===== config.mk =====
export PLATFORM = sky130hd
export DESIGN_NAME = xilinx_fifo_rd_stream
export DESIGN_NICKNAME = d
export VERILOG_FILES = /design/src/rtl/xilinx_primitive_pkg.sv /design/src/rtl/xilinx_stream_skid_buf.sv /design/src/rtl/xilinx_fifo_rd_stream.sv
export SDC_FILE = /design/constraint.sdc
export NUM_CORES = 1
export LEC_CHECK = 0
export CAP_MARGIN = 5
export CORE_ASPECT_RATIO = 0.7
export CORE_MARGIN = 2
export CORE_UTILIZATION = 52
export CTS_CLUSTER_SIZE = 8
export DETAILED_ROUTE_END_ITERATION = 6
export GPL_TIMING_DRIVEN = 0
export PLACE_DENSITY = 0.76
export SYNTH_ARGS = -nofsm -noshare
export SYNTH_HDL_FRONTEND = slang
export SYNTH_SLANG_ARGS = --single-unit

===== constraint.sdc =====
create_clock -name RDCLK -period 4.7 [get_ports RDCLK]
set_clock_uncertainty 0.2 [all_clocks]
set_input_delay 0.94 -clock RDCLK [delete_from_list [all_inputs] [get_ports RDCLK]]
set_output_delay 0.94 -clock RDCLK [all_outputs]
set_load 0.01 [all_outputs]

===== src/rtl/xilinx_primitive_pkg.sv =====
// Shared constants and helpers for Xilinx primitive wrappers.
// Read-latency limits and skid-buffer sizing live here.
package xilinx_primitive_pkg;

    localparam int MAX_READ_LATENCY = 3;
    localparam int MAX_BUF_DEPTH    = 8;
    localparam int OCC_W            = 4;
    localparam int CREDIT_W         = 5;

    function automatic int get_rd_buf_depth(input int latency);
        return latency + 1;
    endfunction

endpackage


===== src/rtl/xilinx_stream_skid_buf.sv =====
// Register-based circular FIFO that absorbs words already requested
// from the primitive FIFO while the stream sink is stalled.
module xilinx_stream_skid_buf
    import xilinx_primitive_pkg::*;
#(
    parameter int DATA_WIDTH = 4,
    parameter int DEPTH      = 3
) (
    input  logic                  clk,
    input  logic                  rst_n,
    input  logic                  push,
    input  logic [DATA_WIDTH-1:0] push_data,
    input  logic                  pop,
    output logic [DATA_WIDTH-1:0] head_data,
    output logic [OCC_W-1:0]      occupancy,
    output logic                  empty
);

    localparam int PW = (DEPTH > 1) ? $clog2(DEPTH) : 1;
    localparam logic [PW-1:0] LAST = PW'(DEPTH - 1);

    logic [DATA_WIDTH-1:0] mem [DEPTH];
    logic [PW-1:0]         wr_ptr;
    logic [PW-1:0]         rd_ptr;
    logic                  do_pop;

    assign empty     = (occupancy == '0);
    assign do_pop    = pop & ~empty;
    assign head_data = mem[rd_ptr];

    always_ff @(posedge clk) begin
        if (push) begin
            mem[wr_ptr] <= push_data;
        end
    end

    always_ff @(posedge clk or negedge rst_n) begin
        if (!rst_n) begin
            wr_ptr    <= '0;
            rd_ptr    <= '0;
            occupancy <= '0;
        end else begin
            if (push) begin
                wr_ptr <= (wr_ptr == LAST) ? '0 : wr_ptr + 1'b1;
            end
            if (do_pop) begin
                rd_ptr <= (rd_ptr == LAST) ? '0 : rd_ptr + 1'b1;
            end
            unique case ({push, do_pop})
                2'b10:   occupancy <= occupancy + 1'b1;
                2'b01:   occupancy <= occupancy - 1'b1;
                default: occupancy <= occupancy;
            endcase
        end
    end

endmodule


===== src/rtl/xilinx_fifo_rd_stream.sv =====
// Turns a fixed-latency FIFO read port into a valid/ready stream,
// using credits so every issued read has a guaranteed buffer slot.
module xilinx_fifo_rd_stream
    import xilinx_primitive_pkg::*;
#(
    parameter int DATA_WIDTH   = 4,
    parameter int READ_LATENCY = 2,
    parameter int BUF_DEPTH    = get_rd_buf_depth(READ_LATENCY)
) (
    input  logic                  RDCLK,
    input  logic                  RST_N,
    input  logic                  ENABLE,
    input  logic                  EMPTY,
    input  logic                  RDERR,
    input  logic [DATA_WIDTH-1:0] DO,
    output logic                  RDEN,
    output logic                  M_VALID,
    input  logic                  M_READY,
    output logic [DATA_WIDTH-1:0] M_DATA,
    output logic [31:0]           WORD_COUNT,
    output logic                  ERR
);

    localparam logic [CREDIT_W-1:0] DEPTH_C = CREDIT_W'(BUF_DEPTH);

    logic [READ_LATENCY-1:0] rd_pipe;
    logic [CREDIT_W-1:0]     inflight;
    logic [CREDIT_W-1:0]     credits;
    logic [OCC_W-1:0]        occ;
    logic                    buf_empty;
    logic [DATA_WIDTH-1:0]   head;
    logic                    xfer;
    logic [31:0]             word_cnt;
    logic                    err_q;

    assign xfer = M_VALID & M_READY;

    always_comb begin
        inflight = '0;
        for (int i = 0; i < READ_LATENCY; i++) begin
            inflight = inflight + CREDIT_W'(rd_pipe[i]);
        end
        credits = inflight + CREDIT_W'(occ) - CREDIT_W'(xfer);
    end

    // Gated by reset so no read is issued while state is being cleared.
    assign RDEN = RST_N & ENABLE & ~EMPTY & (credits < DEPTH_C);

    always_ff @(posedge RDCLK or negedge RST_N) begin
        if (!RST_N) begin
            rd_pipe <= '0;
        end else begin
            rd_pipe[0] <= RDEN;
            for (int i = 1; i < READ_LATENCY; i++) begin
                rd_pipe[i] <= rd_pipe[i-1];
            end
        end
    end

    xilinx_stream_skid_buf #(
        .DATA_WIDTH(DATA_WIDTH),
        .DEPTH     (BUF_DEPTH)
    ) u_skid_buf (
        .clk      (RDCLK),
        .rst_n    (RST_N),
        .push     (rd_pipe[READ_LATENCY-1]),
        .push_data(DO),
        .pop      (xfer),
        .head_data(head),
        .occupancy(occ),
        .empty    (buf_empty)
    );

    assign M_VALID = ~buf_empty;
    assign M_DATA  = buf_empty ? '0 : head;

    always_ff @(posedge RDCLK or negedge RST_N) begin
        if (!RST_N) begin
            word_cnt <= '0;
            err_q    <= 1'b0;
        end else begin
            if (xfer) begin
                word_cnt <= word_cnt + 32'd1;
            end
            if (RDERR) begin
                err_q <= 1'b1;
            end
        end
    end

    assign WORD_COUNT = word_cnt;
    assign ERR        = err_q;

endmodule


==> results.yml <==
clocking:
  cts.clk_slew.worst_paths_ps: 80
  clock-sinks: 55
  clk_latency_ps: 300
  clockBufferDepth: 2
  cts_hold_buf: 0
  cts_root_buffer: "clkbuf_8"
  cts_tree: "built"
  cts_made_buffers: 5
  htreeDepth: 2
critical_path:
  crit_path_top_delay_cell: "fa_1"
  required_ps: 3560
  r2r_slack_ps: 1080
  setup.worst_path.class: "flip-flop to output port"
  crit_path_max_fanout: 6
  slowest_delay_ps: 430
  cp_common_cell: "inv_2"
  r2r-start: "u_skid_buf.occupancy[3]"
  cp.arrival_ps: 3270
  r2r_cells: 19
  worstSetupStartpointType: "flip-flop"
  path_cells: "inv_1 -> ha_1 -> and3_4 -> inv_2 -> nand2_2 -> inv_2 -> ha_4 -> fa_2 -> fa_1 -> xnor2_1 -> nor3_1 -> o21ai_1 -> nor3_2 -> buf_2"
  r2r-end: "rd_pipe[0]"
  end_kind: "output port"
sta:
  setup_slack_ps: 288
  max_slew.worst_pin.slew_ps: 700
  final_max_slew_viol_count: 0
  maxSlewHeadroom: 0.530
  hold_ws_ps: 189
  hold_violations: 0
  setup_viol_count_final: 0
  period_minus_slack_ps: 4410
  period_share: 0.939
  clock.fmax_mhz: 227
pwr:
  power_density_nw_per_um2: 439
  p_leak_nw: 1.47
  ir_drop_mv: 0.277
global_routing:
  grt_max_degree: 38
  grt_util_all_layers: 0.193
  grt_pass1_vias: 1732
  grt_pass1_wl_um: 8330
  grt_overflow: 0
  antenna_found_initial: 0
routing:
  wirelength_um: 4800
  via_per_inst: 4.97
  drt-wirelength-per-cell_um: 13.6
  vias: 1748
  drt_iter0_drc: 63
  first_pass_iters: 4
  drc: 0
  antenna_left: 0
floorplan:
  fp-row-count: 21
  die_h_um: 62.9
  die_w_um: 88.1
  coreArea_um2: 4780
  die_area_um2: 5540
  ios: 49
  start_util: 0.538
placed_design:
  dpl.hpwl_um: 3610
  dpl_cell_area_um2: 3160
  place.gp.congestion: 0.790
  io_buffer_count: 48
  pre_cts_ws_ps: -675
  place_inst: 338
finish:
  area_delta_synth_final_pct: 28.3
  drive_gt1_frac: 0.110
  final_cell_area_um2: 3300
  layout.nets: 303
  final_cells: 352
  fillers: 375
  antenna_cells: 0
synth:
  synth-seq-area-share: 0.558
  synth_most_common_cell: "dfrtp_1"
  synthAdderAreaFrac: 0.0622
  synth-edff-count: 12
  syn-num-nets: 241
  synth_compound_area_frac: 0.0369
  syn_area_per_cell_um2: 11.7
  synth-xor-area-share: 0.129
  synth.area.mux_share: 0.0238
  synth_top_family_by_area: "simple AND/OR/NAND/NOR gates"
  synth.top_cell.area_share: 0.418
  ys_warn_count: 0
  yosys.area.top_type: "dfrtp_1"
  synth-async-reset-ratio: 0.782
  yosysUniqueCellTypes: 33
  synthTopCellsByCount: "43 x dfrtp_1, 28 x xnor2_1, 18 x nand2_1, 18 x nor2_1"
  netlist_instances: 220
  synth_seq_cells: 55
  netlist_area_um2: 2570
  synth-simple-area-share: 0.163
  netlist_top_cells_area: "dfrtp_1 42%, edfxtp_1 14%, xnor2_1 9.5%"
  synth_ff_type: "dfrtp_1"
flow_run:
  max-cap-violations: 0
worst_hold_path:
  hp-start: "rd_pipe[0]"
  whs_path_depth: 0
  hold_class: "flip-flop to flip-flop"
  holdPathEnd: "rd_pipe[1]"
status:
  outcome: "complete, no violations"
[metal layers]
| layer | GRT usage | vias to the layer above | share of wire |
|---|---|---|---|
| li1 | - | 863 | - |
| met1 | 0.289 | 844 | 0.50 |
| met2 | 0.291 | 35 | 0.45 |
| met3 | 0.0436 | 6 | 0.039 |
| met4 | 0.0398 | 0 | 0.0090 |
| met5 | 0 | - | 0 |
[repair_timing]
| item | 4_1_cts | 5_1_grt |
|---|---|---|
| gates resized for setup | 9 | 3 |
| hold endpoints to repair | 0 | 0 |
| pin swaps | 1 | 0 |
| endpoints found under the setup margin | 1 | 1 |
| gates cloned | 0 | 0 |
| setup buffers | 5 | 1 |
[worst max-delay path by stage]
stage               cells after the start  slack (ps)                    start  endpoint
finish                                 14         290  u_skid_buf.occupancy[3]      RDEN
global route                           14          -2  u_skid_buf.occupancy[3]      RDEN
CTS                                    14         110  u_skid_buf.occupancy[2]      RDEN
detailed placement                     11        -680                  M_READY      RDEN
global placement                       11        -670                  M_READY      RDEN
floorplan                               9         460                  M_READY      RDEN
[worst max-delay path, delay by kind of cell, from the launching register on]
family	cells	cell delay, ps
adders and majority gates	4	1220
and+or+nand+nor	4	690
AOI/OAI and AO/OA	1	120
DFF	1	390
buffers and inverters	4	420
xor gates and xnor gates	1	140
[cell type report]
| type | instances | area (um2) | share of cell area |
|---|---|---|---|
| buffer | 4 | 20.0 | 0.00606 |
| clock inverter | 2 | 13.8 | 0.00417 |
| timing repair buffer | 55 | 534 | 0.162 |
| tap | 69 | 86.3 | 0.0261 |
| sequential | 55 | 1440 | 0.435 |
| multi-input combinational | 148 | 1090 | 0.331 |
| inverter | 13 | 48.8 | 0.0148 |
| clock buffer | 6 | 72.6 | 0.0220 |
[kinds of logic after synthesis]
logic type / count (synthesis)
XOR/XNOR: 38
AND/OR/NAND/NOR: 77
adder cells (fa/ha/maj): 11
buffers and inverters: 17
flip-flops: 55
multiplexers: 6
AO/OA/AOI/OAI: 16
[per-stage QoR]
step	total power (W)	setup TNS (ps)	utilization
after global routing	0.00157	-2.09	0.691
after floorplan	0.000980	0	-
after global placement	0.00116	-669	0.657
after CTS	0.00145	0	0.686
after detailed placement	0.00118	-675	0.660
final	0.00145	0	0.691
[sequential cells by signal, summed over array words and instances, names as in the netlist]
register and flops:
WORD_COUNT 32, u_skid_buf.mem 12, u_skid_buf.occupancy 4, rd_pipe 2
u_skid_buf.rd_ptr 2, u_skid_buf.wr_ptr 2, ERR 1
[power breakdown]
| group | internal, W | switching, W |
|---|---|---|
| combinational | 0.000303 | 0.000273 |
| sequential | 0.000557 | 0.0000650 |
| clock | 0.000105 | 0.000146 |
[layout by cell type, fill, tap and decap left out, types with 4 or more instances in the layout]
cell / synthesis / layout
clkdlybuf4s50_1: 0 / 45
dfrtp_1: 43 / 43
xnor2_1: 28 / 28
nor2_1: 18 / 18
nand2_1: 18 / 17
edfxtp_1: 12 / 12
inv_1: 12 / 11
xor2_1: 10 / 10
nand3_1: 8 / 8
nand4_1: 8 / 8
a21oi_1: 7 / 7
buf_4: 1 / 7
ha_1: 8 / 7
and3_1: 6 / 6
mux2i_1: 5 / 5
a21o_1: 5 / 5
clkbuf_8: 0 / 5
and2_1: 4 / 4
Power figures use the tool's default switching activity.
